### src/rtl/load_store_unit_pkg.sv
// Shared constants for the load/store unit: funct3 encodings,
// FSM states, access sizes and small legality helpers.
package load_store_unit_pkg;

    localparam logic [2:0] FUNCT3_LB  = 3'b000;
    localparam logic [2:0] FUNCT3_LH  = 3'b001;
    localparam logic [2:0] FUNCT3_LW  = 3'b010;
    localparam logic [2:0] FUNCT3_LBU = 3'b100;
    localparam logic [2:0] FUNCT3_LHU = 3'b101;
    localparam logic [2:0] FUNCT3_SB  = 3'b000;
    localparam logic [2:0] FUNCT3_SH  = 3'b001;
    localparam logic [2:0] FUNCT3_SW  = 3'b010;

    typedef enum logic [1:0] {
        IDLE,
        REQ,
        RESP
    } lsuState_t;

    typedef enum logic [1:0] {
        SIZE_B,
        SIZE_H,
        SIZE_W,
        SIZE_BAD
    } accSize_t;

    function automatic accSize_t accSize(input logic [2:0] f3);
        accSize_t s;
        unique case (f3)
            FUNCT3_LB, FUNCT3_LBU: s = SIZE_B;
            FUNCT3_LH, FUNCT3_LHU: s = SIZE_H;
            FUNCT3_LW:             s = SIZE_W;
            default:               s = SIZE_BAD;
        endcase
        return s;
    endfunction

    function automatic logic loadLegal(input logic [2:0] f3);
        return f3 inside {FUNCT3_LB, FUNCT3_LH, FUNCT3_LW,
                          FUNCT3_LBU, FUNCT3_LHU};
    endfunction

    function automatic logic storeLegal(input logic [2:0] f3);
        return f3 inside {FUNCT3_SB, FUNCT3_SH, FUNCT3_SW};
    endfunction

endpackage

### src/rtl/load_store_unit_if.sv
// Data-memory port bundle between the load/store unit (master)
// and the memory (slave).
interface load_store_unit_if;

    logic        mem_req;
    logic        mem_we;
    logic [31:0] mem_addr;
    logic [31:0] mem_wdata;
    logic [3:0]  mem_wstrb;
    logic        mem_ack;
    logic [31:0] mem_rdata;

    modport master (
        output mem_req, mem_we, mem_addr, mem_wdata, mem_wstrb,
        input  mem_ack, mem_rdata
    );

    modport slave (
        input  mem_req, mem_we, mem_addr, mem_wdata, mem_wstrb,
        output mem_ack, mem_rdata
    );

endinterface

### src/rtl/lsu_align.sv
// Lane steering for stores, extraction/extension for loads,
// and the alignment check; purely combinational.
module lsu_align
    import load_store_unit_pkg::*;
(
    input  logic [2:0]  funct3,
    input  logic [1:0]  addrLo,
    input  logic [31:0] storeData,
    input  logic [31:0] rdata,
    output logic [31:0] wdata,
    output logic [3:0]  wstrb,
    output logic [31:0] loadFmt,
    output logic        misaligned
);

    logic [7:0]  byteSel;
    logic [15:0] halfSel;

    assign byteSel = 8'(rdata >> {addrLo, 3'b000});
    assign halfSel = addrLo[1] ? rdata[31:16] : rdata[15:0];

    always_comb begin
        wdata      = storeData;
        wstrb      = 4'b0000;
        loadFmt    = rdata;
        misaligned = 1'b0;
        unique case (accSize(funct3))
            SIZE_B: begin
                wdata   = {4{storeData[7:0]}};
                wstrb   = 4'b0001 << addrLo;
                loadFmt = funct3[2] ? {24'b0, byteSel}
                                    : {{24{byteSel[7]}}, byteSel};
            end
            SIZE_H: begin
                wdata      = {2{storeData[15:0]}};
                wstrb      = 4'b0011 << addrLo;
                loadFmt    = funct3[2] ? {16'b0, halfSel}
                                       : {{16{halfSel[15]}}, halfSel};
                misaligned = addrLo[0];
            end
            SIZE_W: begin
                wstrb      = 4'b1111;
                misaligned = |addrLo;
            end
            default: ;
        endcase
    end

endmodule

### src/rtl/load_store_unit.sv
// Load/store unit: turns decoder memRead/memWrite requests into
// word-aligned strobed memory transactions with a wait timeout.
module load_store_unit
    import load_store_unit_pkg::*;
#(
    parameter int unsigned MAX_WAIT = 255
) (
    input  logic               clk,
    input  logic               rst_n,
    input  logic               reqValid,
    output logic               reqReady,
    input  logic               memRead,
    input  logic               memWrite,
    input  logic [2:0]         funct3,
    input  logic [31:0]        addr,
    input  logic [31:0]        storeData,
    load_store_unit_if.master  mem,
    output logic               respValid,
    output logic [31:0]        loadData,
    output logic               accessErr
);

    lsuState_t   state, stateNext;
    logic [2:0]  f3Q, f3D;
    logic [1:0]  addrLoQ, addrLoD;
    logic        weQ, weD;
    logic [31:0] waitCnt, waitCntD;
    logic        memWeQ, memWeD;
    logic [31:0] memAddrQ, memAddrD;
    logic [31:0] memWdataQ, memWdataD;
    logic [3:0]  memWstrbQ, memWstrbD;
    logic [31:0] loadQ, loadD;
    logic        errQ, errD;

    logic [2:0]  alignF3;
    logic [1:0]  alignLo;
    logic [31:0] alignWdata, alignLoad;
    logic [3:0]  alignWstrb;
    logic        misaligned;
    logic        start, illegal, timeout;

    // Incoming request is formatted in IDLE, the latched one during REQ.
    assign alignF3 = (state == IDLE) ? funct3 : f3Q;
    assign alignLo = (state == IDLE) ? addr[1:0] : addrLoQ;

    lsu_align uAlign (
        .funct3     (alignF3),
        .addrLo     (alignLo),
        .storeData  (storeData),
        .rdata      (mem.mem_rdata),
        .wdata      (alignWdata),
        .wstrb      (alignWstrb),
        .loadFmt    (alignLoad),
        .misaligned (misaligned)
    );

    assign start   = reqValid & (memRead | memWrite);
    assign illegal = (memRead & memWrite)
                   | (memRead & !loadLegal(funct3))
                   | (memWrite & !storeLegal(funct3))
                   | misaligned;
    assign timeout = (MAX_WAIT != 0) && (waitCnt == 32'(MAX_WAIT - 1));

    always_comb begin
        stateNext = state;
        f3D       = f3Q;
        addrLoD   = addrLoQ;
        weD       = weQ;
        waitCntD  = waitCnt;
        memWeD    = memWeQ;
        memAddrD  = memAddrQ;
        memWdataD = memWdataQ;
        memWstrbD = memWstrbQ;
        loadD     = loadQ;
        errD      = errQ;
        unique case (state)
            IDLE: begin
                if (start) begin
                    f3D     = funct3;
                    addrLoD = addr[1:0];
                    weD     = memWrite;
                    if (illegal) begin
                        stateNext = RESP;
                        loadD     = '0;
                        errD      = 1'b1;
                    end else begin
                        stateNext = REQ;
                        memAddrD  = {addr[31:2], 2'b00};
                        memWeD    = memWrite;
                        memWdataD = memWrite ? alignWdata : '0;
                        memWstrbD = memWrite ? alignWstrb : 4'b0000;
                    end
                end
            end
            REQ: begin
                if (mem.mem_ack) begin
                    stateNext = RESP;
                    loadD     = weQ ? '0 : alignLoad;
                    errD      = 1'b0;
                    waitCntD  = '0;
                end else if (timeout) begin
                    stateNext = RESP;
                    loadD     = '0;
                    errD      = 1'b1;
                    waitCntD  = '0;
                end else begin
                    waitCntD = waitCnt + 32'd1;
                end
            end
            RESP:    stateNext = IDLE;
            default: stateNext = IDLE;
        endcase
    end

    always_ff @(posedge clk) begin
        if (!rst_n) begin
            state     <= IDLE;
            f3Q       <= '0;
            addrLoQ   <= '0;
            weQ       <= 1'b0;
            waitCnt   <= '0;
            memWeQ    <= 1'b0;
            memAddrQ  <= '0;
            memWdataQ <= '0;
            memWstrbQ <= '0;
            loadQ     <= '0;
            errQ      <= 1'b0;
        end else begin
            state     <= stateNext;
            f3Q       <= f3D;
            addrLoQ   <= addrLoD;
            weQ       <= weD;
            waitCnt   <= waitCntD;
            memWeQ    <= memWeD;
            memAddrQ  <= memAddrD;
            memWdataQ <= memWdataD;
            memWstrbQ <= memWstrbD;
            loadQ     <= loadD;
            errQ      <= errD;
        end
    end

    assign reqReady      = (state == IDLE);
    assign respValid     = (state == RESP);
    assign mem.mem_req   = (state == REQ);
    assign mem.mem_we    = memWeQ;
    assign mem.mem_addr  = memAddrQ;
    assign mem.mem_wdata = memWdataQ;
    assign mem.mem_wstrb = memWstrbQ;
    assign loadData      = loadQ;
    assign accessErr     = errQ;

endmodule

### src/flat_wrapper.sv
// flat-port wrapper written by rule: the top's interface ports become plain ports
module load_store_unit_flat import load_store_unit_pkg::*;
#(
    parameter int unsigned MAX_WAIT = 255
)
  (clk, rst_n, reqValid, reqReady, memRead, memWrite, funct3, addr, storeData, respValid, loadData, accessErr, mem_mem_req, mem_mem_we, mem_mem_addr, mem_mem_wdata, mem_mem_wstrb, mem_mem_ack, mem_mem_rdata);
  load_store_unit_if mem_i ();
  input  logic clk;
  input  logic rst_n;
  input  logic reqValid;
  output logic reqReady;
  input  logic memRead;
  input  logic memWrite;
  input  logic [2:0] funct3;
  input  logic [31:0] addr;
  input  logic [31:0] storeData;
  output logic respValid;
  output logic [31:0] loadData;
  output logic accessErr;
  output wire logic [$bits(mem_i.mem_req)-1:0] mem_mem_req;
  output wire logic [$bits(mem_i.mem_we)-1:0] mem_mem_we;
  output wire logic [$bits(mem_i.mem_addr)-1:0] mem_mem_addr;
  output wire logic [$bits(mem_i.mem_wdata)-1:0] mem_mem_wdata;
  output wire logic [$bits(mem_i.mem_wstrb)-1:0] mem_mem_wstrb;
  input wire logic [$bits(mem_i.mem_ack)-1:0] mem_mem_ack;
  input wire logic [$bits(mem_i.mem_rdata)-1:0] mem_mem_rdata;
  assign mem_mem_req = mem_i.mem_req;
  assign mem_mem_we = mem_i.mem_we;
  assign mem_mem_addr = mem_i.mem_addr;
  assign mem_mem_wdata = mem_i.mem_wdata;
  assign mem_mem_wstrb = mem_i.mem_wstrb;
  assign mem_i.mem_ack = mem_mem_ack;
  assign mem_i.mem_rdata = mem_mem_rdata;
  load_store_unit #(.MAX_WAIT(MAX_WAIT)) u_core (.clk(clk), .rst_n(rst_n), .reqValid(reqValid), .reqReady(reqReady), .memRead(memRead), .memWrite(memWrite), .funct3(funct3), .addr(addr), .storeData(storeData), .mem(mem_i), .respValid(respValid), .loadData(loadData), .accessErr(accessErr));
endmodule
### config.mk
export PLATFORM = sky130hd
export DESIGN_NAME = load_store_unit_flat
export DESIGN_NICKNAME = d
export VERILOG_FILES = /design/src/rtl/load_store_unit_pkg.sv /design/src/rtl/load_store_unit_if.sv /design/src/rtl/lsu_align.sv /design/src/rtl/load_store_unit.sv /design/src/flat_wrapper.sv
export SDC_FILE = /design/constraint.sdc
export NUM_CORES = 1
export LEC_CHECK = 0
export CAP_MARGIN = 20
export CORE_ASPECT_RATIO = 0.6
export CORE_MARGIN = 3
export CORE_UTILIZATION = 46
export DETAILED_ROUTE_END_ITERATION = 16
export GPL_ROUTABILITY_DRIVEN = 1
export PLACE_DENSITY_LB_ADDON = 0.12
export SLEW_MARGIN = 20
export SYNTH_ARGS = -nofsm -noshare
export SYNTH_HDL_FRONTEND = slang
export SYNTH_SLANG_ARGS = --single-unit
### constraint.sdc
create_clock -name clk -period 3.4 [get_ports clk]
set_clock_uncertainty 0.2 [all_clocks]
set_input_delay 0.68 -clock clk [delete_from_list [all_inputs] [get_ports clk]]
set_output_delay 0.68 -clock clk [all_outputs]
set_load 0.01 [all_outputs]
Word-level counts from Yosys, hierarchy flattened
Cells that the tools add are included.
{"block": "word_totals", "regBits": 140, "input_bits": 105, "out_inout_bits": 105, "elab_cells": 86}
{"block": "classes", "add_sub_neg": 1, "eq_ne": 16, "shifts": 3, "mux": 30, "bitwise": 9, "n_reduce_logical": 16}
{"cell": "two-way mux 32 bit", "n": 10}
{"cell": "one-hot mux 32 bit (2 select lines)", "n": 3}
{"cell": "adder 32 x 1 -> 32 bit, second input constant", "n": 1}
{"cell": "== test 32 x 8 -> 1 bit, second input constant", "n": 1}
{"cell": ">> shifter 32 x 5 -> 8 bit", "n": 1}
{"cell": "two-way mux 16 bit", "n": 1}
{"cell": "== test 3 bit, second input constant", "n": 4}
{"cell": "one-hot mux 4 bit (3 select lines)", "n": 1}
{"cell": "two-way mux 2 bit", "n": 5}
{"cell": "== test 3 x 1 -> 1 bit, second input constant", "n": 2}
{"cell": "== test 3 x 2 -> 1 bit, second input constant", "n": 2}
{"cell": "logical NOT 3 bit", "n": 2}
{"cell": "one-hot mux 2 bit (3 select lines)", "n": 1}
{"cell": "OR reduction 2 bit", "n": 3}
{"cell": "nonzero test 5 bit", "n": 1}
{"cell": "AND 1 bit", "n": 4}
{"cell": "== test 2 x 1 -> 1 bit, second input constant", "n": 2}
{"cell": "== test 2 bit, second input constant", "n": 2}
{"cell": "logical NOT 2 bit", "n": 2}
{"cell": "two-way mux 1 bit", "n": 4}
{"cell": "two-way mux 4 bit", "n": 1}
{"cell": "!= test 2 x 1 -> 1 bit, second input constant", "n": 2}
{"cell": "OR 1 bit", "n": 4}
{"cell": "one-hot mux 1 bit (2 select lines)", "n": 2}
{"cell": "12 further kinds", "n": 14}

Longest topological paths before layout
Gate-level depths: netlist of run 1.
{"block": "logic_depth", "depth_word": 11, "depth_mapped": 12, "ltp_nobuf": 8}

Cells and area by module
From an unflattened synthesis of run 1, not the netlist that was laid out.
{"block": "hier_totals", "hier_cells": 835, "hier_area_um2": 7066.8}
{"module": "load_store_unit", "n_inst": 1, "cells_each": 649, "area_each_um2": 5716.7, "seq_area_each_um2": 2802.7}
{"module": "lsu_align", "n_inst": 1, "cells_each": 186, "area_each_um2": 1350.0, "seq_area_each_um2": 0.0}

Least setup slack after synthesis of run 1
Ideal clock, no wire load.
{"block": "synth_path", "path_kind": "input -> register", "from": "input port funct3[1]", "to": "register u_core.memWdataQ[17] (netlist: u_core.mem.mem_wdata[17])", "setup_ps": 70, "arrival_ps": 2449, "required_ps": 3130, "slack_ps": 681, "path_stages": 9, "n_path_buf": 3, "path_cell_list": "clkbuf_1 > or4b_2 > o21ai_1 > o211ai_2 > nand4_2 > and2_1 > buf_6 > buf_2 > o2bb2ai_1"}
{"block": "synth_via", "elab_chain_len": 9, "elab_cells_between_ends": 31, "classes_between": "eq/ne (10); mux (5); bitwise (6); reduce/logical (10)"}
{"element": "from (decl)", "line": "flat_wrapper.sv:14", "rtl": "input logic [2:0] funct3;"}
{"element": "two-way mux 3 bit (tied with other cells)", "line": "load_store_unit.sv:43", "rtl": "assign alignF3 = (state == IDLE) ? funct3 : f3Q;"}
{"element": "== test 3 x 1 -> 1 bit (tied with other cells)", "line": "load_store_unit_pkg.sv:29", "rtl": "unique case (f3)"}
{"element": "OR reduction 2 bit or logical NOT 1 bit (tied branches)", "line": "load_store_unit_pkg.sv:29, load_store_unit.sv:59"}
{"element": "one-hot mux 2 bit (3 select lines) or AND 1 bit (tied branches)", "line": "load_store_unit_pkg.sv:29, load_store_unit.sv:59"}
{"element": "== test 2 bit (tied with other cells)", "line": "lsu_align.sv:27", "rtl": "unique case (accSize(funct3))"}
{"element": "one-hot mux 1 bit (2 select lines) or OR 1 bit (tied branches)", "line": "lsu_align.sv:27, load_store_unit.sv:60"}
{"element": "OR 1 bit", "line": "load_store_unit.sv:61", "rtl": "| misaligned;"}
{"element": "NOT 1 bit (no source line)"}
{"element": "AND reduction 3 bit (no source line)"}
{"element": "to (signal assigned)", "line": "load_store_unit.sv:136", "rtl": "memWdataQ <= memWdataD;"}
{"element": "to (decl)", "line": "load_store_unit.sv:30", "rtl": "logic [31:0] memWdataQ, memWdataD;"}
Several ways; a longest one is shown, not always the timed one.
A chain may end at the register's enable or synchronous reset.

Worst setup path after layout of run 1
{"block": "layout_path", "from": "register u_core.waitCnt[0]", "to": "register u_core.loadQ[21] (netlist: u_core.loadData[21])"}
{"block": "layout_via", "elab_chain_len": 3}
{"element": "from (decl)", "line": "load_store_unit.sv:27", "rtl": "logic [31:0] waitCnt, waitCntD;"}
{"element": "from (signal assigned)", "line": "load_store_unit.sv:133", "rtl": "waitCnt <= waitCntD;"}
{"element": "== test 32 x 8 -> 1 bit", "line": "load_store_unit.sv:62", "rtl": "assign timeout = (MAX_WAIT != 0) && (waitCnt == 32'(MAX_WAIT - 1));"}
{"element": "!= test 3 x 1 -> 1 bit (no source line)"}
{"element": "AND reduction 4 bit (no source line)"}
{"element": "to (signal assigned)", "line": "load_store_unit.sv:138", "rtl": "loadQ <= loadD;"}
{"element": "to (decl)", "line": "load_store_unit.sv:32", "rtl": "logic [31:0] loadQ, loadD;"}
No other way between the ends.

==> flow_summary.json, run 1 <==
{
  "die_w_um": 157.8,
  "power_density_mw_per_mm2": 471.3,
  "fin_crit_sh_pct": 89.91,
  "multi_input_area_sq_mm": 0.003294,
  "cts_tree": "built",
  "critical-path-max-stage-delay_ns": 0.51,
  "start_util_pct": 48.26,
  "synthArstFlopShare_pct": 0,
  "dieArea_sq_mm": 0.01531,
  "outcome": "finished, final reports clean",
  "synth_edf_count": 0,
  "final.setup.tns_ns": 0,
  "cp_cell_sequence": "inv_1 -> ha_1 -> nor4b_1 -> nand4_1 -> o31a_1 -> buf_4 -> a211oi_1 -> a21oi_2 -> buf_12 -> o2bb2ai_1",
  "cts_root_buf": "clkbuf_16",
  "drt_iter0_drc": 662,
  "synth_cell_type_count": 61,
  "drv_cap": 0,
  "routabilityCongestion": 0.8558,
  "synth_area_per_cell_sq_um": 8.603,
  "core_area_sq_mm": 0.01317,
  "synth_area_sq_mm": 0.006357,
  "hold_end": "u_core.mem.mem_we",
  "rsz0062_at_grt": "no",
  "hold_ws_ns": 0.2528,
  "hp-class": "flop to flop",
  "hp-start": "u_core.mem.mem_we",
  "path_max_fanout": 32,
  "synth_cells": 739,
  "seq_area_sq_mm": 0.002803,
  "post-route-drc-count": 0,
  "grt_usage_pct": 25.74,
  "slew_headroom_pct": 39.29,
  "top_level_ports": 210,
  "synth_ff_type": "dfxtp_1",
  "clkLatencyLatePin_ns": 0.41,
  "rows": 32,
  "routedWlPerCell_um": 18.52,
  "numCtsBuffers": 17,
  "critPathLaunch": "u_core.waitCnt[0]",
  "fmax_mhz": 327.1,
  "vias": 6631,
  "dpl.hpwl_um": 14790,
  "grt_pass1_vias": 6121,
  "cp.required_ns": 3.46,
  "cts.path.max_buffers": 2,
  "p_leak_uw": 0.003364,
  "postCtsHoldBufs": 0,
  "finalSetupViolations": 0,
  "r2r_end": "u_core.loadData[21]",
  "ir_worst_vdd_v": 0.0003388,
  "ys_seq_area_share_pct": 44.09,
  "crit_type": "flop to flop",
  "cp-start-kind": "flop",
  "cp_slowest_cell": "a211oi_1",
  "cts_setup_buffers": 0,
  "grt_max_degree": 65,
  "antenna_found_initial": 0,
  "layout-drive-gt1-share_pct": 7.400,
  "clkSlewWorstSetupHoldPaths_ns": 0.05,
  "finalWorstSetupSlack_ns": 0.3430,
  "cts.repair.resized": 0,
  "finalNetCount": 1041,
  "ys_ff_latch": 140,
  "dp_slack_ns": 0.006271,
  "clock-sinks": 140,
  "slew_viol_final": 0,
  "worstReg2RegStart": "u_core.waitCnt[0]",
  "area_delta_synth_final_pct": 44.97,
  "cts_max_level": 4,
  "dpl_cell_area_sq_mm": 0.008635,
  "detail-route-antenna-nets": 0,
  "grt_first_pass_wirelength_um": 32050,
  "rr_worst_depth": 10,
  "io_buffers": 207,
  "fillers": 1002,
  "yosysWarningCount": 0,
  "tightest_slew_ns": 0.9053,
  "crit_arrival_ns": 3.12,
  "dr.pass1.iters": 5,
  "holdPathStages": 1,
  "rrSetupSlack_ns": 0.34,
  "overflow": 0,
  "drt-total-wl_um": 20670,
  "finalHoldViolations": 0,
  "end_kind": "flop",
  "diodes": 0,
  "die_h_um": 97.06,
  "layout_min_cycle_time_ns": 3.057,
  "post-route-cell-area_sq_mm": 0.009216,
  "via_per_inst": 5.942
}
-- cells by family after synthesis --
| group | after synthesis | synth area share (%) |
|---|---|---|
| compound gates | 236 | 25.51 |
| fa+ha+maj | 2 | 0.3936 |
| buf+inv | 65 | 4.546 |
| flops | 140 | 44.09 |
| mux | 35 | 5.668 |
| other cells | 1 | 0.05899 |
| simple gates | 260 | 19.74 |
-- flip-flops by register name, summed over array words and instances, names as in the netlist --
register and flops:
u_core.mem.mem_we 1, u_core.weQ 1, u_core.accessErr 1, u_core.mem.mem_wdata 32
u_core.waitCnt 32, u_core.state 2, u_core.loadData 32, u_core.mem.mem_addr 30
u_core.f3Q 3, u_core.mem.mem_wstrb 4, u_core.addrLoQ 2
-- cell type report --
type / count / area share [%]
inverter: 8 / 0.3530
timing repair buffer: 232 / 24.87
multi-input combinational: 535 / 35.75
sequential: 140 / 30.41
clock inverter: 12 / 1.616
clock buffer: 19 / 4.697
tap: 170 / 2.308
-- worst max path at each step --
stage,end,cells after the start
4_1_cts,u_core.loadData[21],10
2_1_floorplan,u_core.mem.mem_wdata[17],9
3_5_place_dp,u_core.loadData[21],7
6_report,u_core.loadData[21],10
3_3_place_gp,u_core.loadData[23],7
5_1_grt,u_core.loadData[21],10
-- metrics by stage --
step                      std cells  total power (uW)  util (%)
final                          1116              4344     69.97
after detailed placement       1085              2521     65.55
after CTS                      1116              4364     69.97
after global routing           1116              4498     69.97
after global placement         1085              2507     65.55
after floorplan                 740              2147         -
-- layout by cell type, fill, tap and decap left out, types with 22 or more instances in the layout --
cell / Yosys / routed
nand3_1: 44 / 44
nor2_1: 72 / 72
mux2i_1: 32 / 31
o21ai_0: 75 / 75
nand2_1: 69 / 69
o2bb2ai_1: 51 / 51
a21oi_1: 33 / 31
buf_4: 2 / 22
clkdlybuf4s50_1: 0 / 206
dfxtp_1: 140 / 140
-- synthesized netlist by cell type (all sizes together), types with 2 or more instances --
cell	n	area, sq um
a211oi	4	30.03
a21o	2	15.01
a21oi	33	165.2
a22o	17	148.9
a311oi	11	96.34
a31oi	10	62.56
and2	4	25.02
and3	4	25.02
and4	4	35.03
buf	22	123.9
clkbuf	35	132.6
dfxtp	140	2803
ha	2	25.02
inv	8	32.54
mux2	2	26.27
mux2i	33	334.1
nand2	69	259.0
nand2b	3	18.77
nand3	44	220.2
nand4	12	81.33
nand4b	7	61.31
nor2	73	276.5
nor2b	2	12.51
nor3	13	65.06
nor3b	2	15.01
nor4	8	50.05
o211a	12	120.1
o211ai	3	32.53
o21ai	76	380.4
o22ai	9	56.30
o2bb2ai	51	446.7
or2	4	25.03
or3	4	25.02
or4	2	15.01
-- where the power goes --
group / internal (uW) / switching, uW / total [uW]
Sequential: 1700 / 41.8 / 1740
Clock: 1140 / 702 / 1850
Combinational: 368 / 385 / 754
-- worst max-delay path, delay by kind of cell, from the launching register on --
| kind | cells | cell delay [ns] |
|---|---|---|
| buf+inv | 3 | 0.51 |
| compound gates | 4 | 1.19 |
| fa+ha+maj | 1 | 0.14 |
| simple gates | 2 | 0.52 |
| flops | 1 | 0.34 |
-- per-layer routing --
| layer | wire length (um) | up-vias | global-route usage, % | share of wire [%] |
|---|---|---|---|---|
| met1 | 9241 | 3135 | 36.22 | 45 |
| met4 | 406 | 0 | 8.067 | 2.0 |
| met3 | 1971 | 35 | 6.186 | 9.5 |
| li1 | - | 3135 | - | - |
| met5 | 0 | - | 0 | 0 |
| met2 | 9053 | 326 | 39.00 | 44 |
Power figures use the tool's default switching activity.
==> inputs of run 2 (changes only) <==
--- a/config.mk
+++ b/config.mk
@@ -8,10 +8,10 @@
 export CAP_MARGIN = 20
 export CORE_ASPECT_RATIO = 0.6
 export CORE_MARGIN = 3
-export CORE_UTILIZATION = 46
+export CORE_UTILIZATION = 50
 export DETAILED_ROUTE_END_ITERATION = 16
 export GPL_ROUTABILITY_DRIVEN = 1
-export PLACE_DENSITY_LB_ADDON = 0.12
+export PLACE_DENSITY = 0.93
 export SLEW_MARGIN = 20
 export SYNTH_ARGS = -nofsm -noshare
 export SYNTH_HDL_FRONTEND = slang
==> constraint.sdc (replaced) <==
create_clock -name clk -period 3.6 [get_ports clk]
set_clock_uncertainty 0.2 [all_clocks]
set_input_delay 0.72 -clock clk [delete_from_list [all_inputs] [get_ports clk]]
set_output_delay 0.72 -clock clk [all_outputs]
set_load 0.01 [all_outputs]
==> flow_summary.json, run 2 (synthesis results as in run 1) <==
{
  "cp.required_ns": 3.68,
  "layout-drive-gt1-share_pct": 7.611,
  "final_cell_mix": "206 x clkdlybuf4s50_1, 140 x dfxtp_1, 75 x o21ai_0",
  "fmax_mhz": 321.8,
  "hold_ws_ns": 0.2636,
  "vias": 6766,
  "power_uw": 4154,
  "wl_met2_um": 9523,
  "cts_root_buf": "clkbuf_16",
  "fin_crit_sh_pct": 86.31,
  "layout_commonest_cell": "clkdlybuf4s50_1",
  "top_level_ports": 210,
  "grt_max_degree": 62,
  "path_max_fanout": 32,
  "antenna_found_initial": 0,
  "highest_layer": "met4",
  "final.setup.tns_ns": 0,
  "power_density_mw_per_mm2": 451.2,
  "routabilityCongestion": 0.9505,
  "rsz0062_at_grt": "no",
  "area_delta_synth_final_pct": 44.83,
  "multi_input_area_sq_mm": 0.003294,
  "grt_usage_pct": 30.37,
  "detail-route-antenna-nets": 0,
  "seq_area_sq_mm": 0.002803,
  "finalNetCount": 1040,
  "finalHoldViolations": 0,
  "layout_min_cycle_time_ns": 3.107,
  "dieArea_sq_mm": 0.01415,
  "diodes": 0,
  "drt-total-wl_um": 21850,
  "slew_viol_final": 0,
  "start_util_pct": 52.03,
  "fillers": 866,
  "wl_met1_um": 8981,
  "crit_type": "input pin to flop",
  "numCtsBuffers": 17,
  "overflow": 0,
  "clock-sinks": 140,
  "dpl.hpwl_um": 15260,
  "slew_headroom_pct": 45.19,
  "tightest_slew_ns": 0.8172,
  "outcome": "finished, final reports clean",
  "cts_max_level": 4,
  "drv_cap": 0,
  "cts.path.max_buffers": 2,
  "cp-start-kind": "input pin",
  "postCtsHoldBufs": 0,
  "rows": 31,
  "core_area_sq_mm": 0.01222,
  "cts.repair.resized": 0,
  "finalSetupViolations": 0,
  "cts_tree": "built",
  "drt_iter0_drc": 707,
  "met3_length_um": 2548,
  "fin_cells": 1111,
  "die_h_um": 93.35,
  "grt_pass1_vias": 6277,
  "crit_arrival_ns": 3.18,
  "dr.pass1.iters": 6,
  "post-route-drc-count": 0,
  "grt_first_pass_wirelength_um": 33960,
  "io_buffers": 207,
  "die_w_um": 151.6,
  "via_per_inst": 6.090,
  "end_kind": "flop",
  "dp.cells": 1079,
  "ir_worst_vdd_v": 0.0002719,
  "cts_setup_buffers": 0,
  "hp-class": "flop to flop",
  "clkLatencyLatePin_ns": 0.42,
  "p_leak_uw": 0.003370,
  "clkSlewWorstSetupHoldPaths_ns": 0.06,
  "routedWlPerCell_um": 19.67
}
run 2: cell count changes in the layout (fill, tap and decap cells not counted):
cell	before	now
clkinv_4	1	3
inv_6	0	3
clkbuf_8	0	1
inv_8	0	2
clkinvlp_4	4	2
clkbuf_1	2	0
bufinv_16	3	2
buf_12	3	2
clkinv_2	4	2
run 2: final timing paths:
kind                                     startpoint                       to  slack, ns  cells past startpoint
worst max-delay path                      funct3[2]      u_core.loadData[21]       0.49                      8
worst min-delay path            u_core.loadData[16]      u_core.loadData[16]       0.26                      1
worst max register to register      u_core.state[0]  u_core.mem.mem_wdata[7]       0.66                      7
worst min register to register  u_core.loadData[16]      u_core.loadData[16]       0.26                      1
run 2: layout make-up:
class / instances / area share, %
clock inverter: 14 / 1.739
sequential: 140 / 30.44
tap: 165 / 2.242
timing repair buffer: 231 / 24.68
inverter: 8 / 0.3533
multi-input combinational: 535 / 35.78
clock buffer: 18 / 4.770
run 2: report_power, final:
group	internal (uW)	leakage (uW)	switching, uW
logic	345	0.00195	377
registers	1610	0.00113	39.2
clock network	1060	0.000291	731
run 2: per-stage QoR:
stage,utilization [%],setup WS [ns],cell area [sq um]
after CTS,75.36,0.5871,9208
final,75.36,0.4929,9208
after floorplan,-,0.8412,6361
after detailed placement,70.46,0.1505,8608
after global placement,70.46,0.2518,8608
after global routing,75.36,0.3789,9208
run 2: critical path, stage by stage:
cell	delay, ns
clkdlybuf4s50_1	0.49
or4b_2	0.68
o21ai_1	0.22
mux2i_1	0.13
o2111ai_1	0.38
a21oi_2	0.11
buf_4	0.26
o2bb2ai_1	0.17
run 2: routing by layer:
metal / track usage, % / vias up
met4: 12.71 / 0
met2: 47.10 / 401
met3: 8.668 / 67
met5: 0 / -
li1: - / 3138
met1: 39.77 / 3160
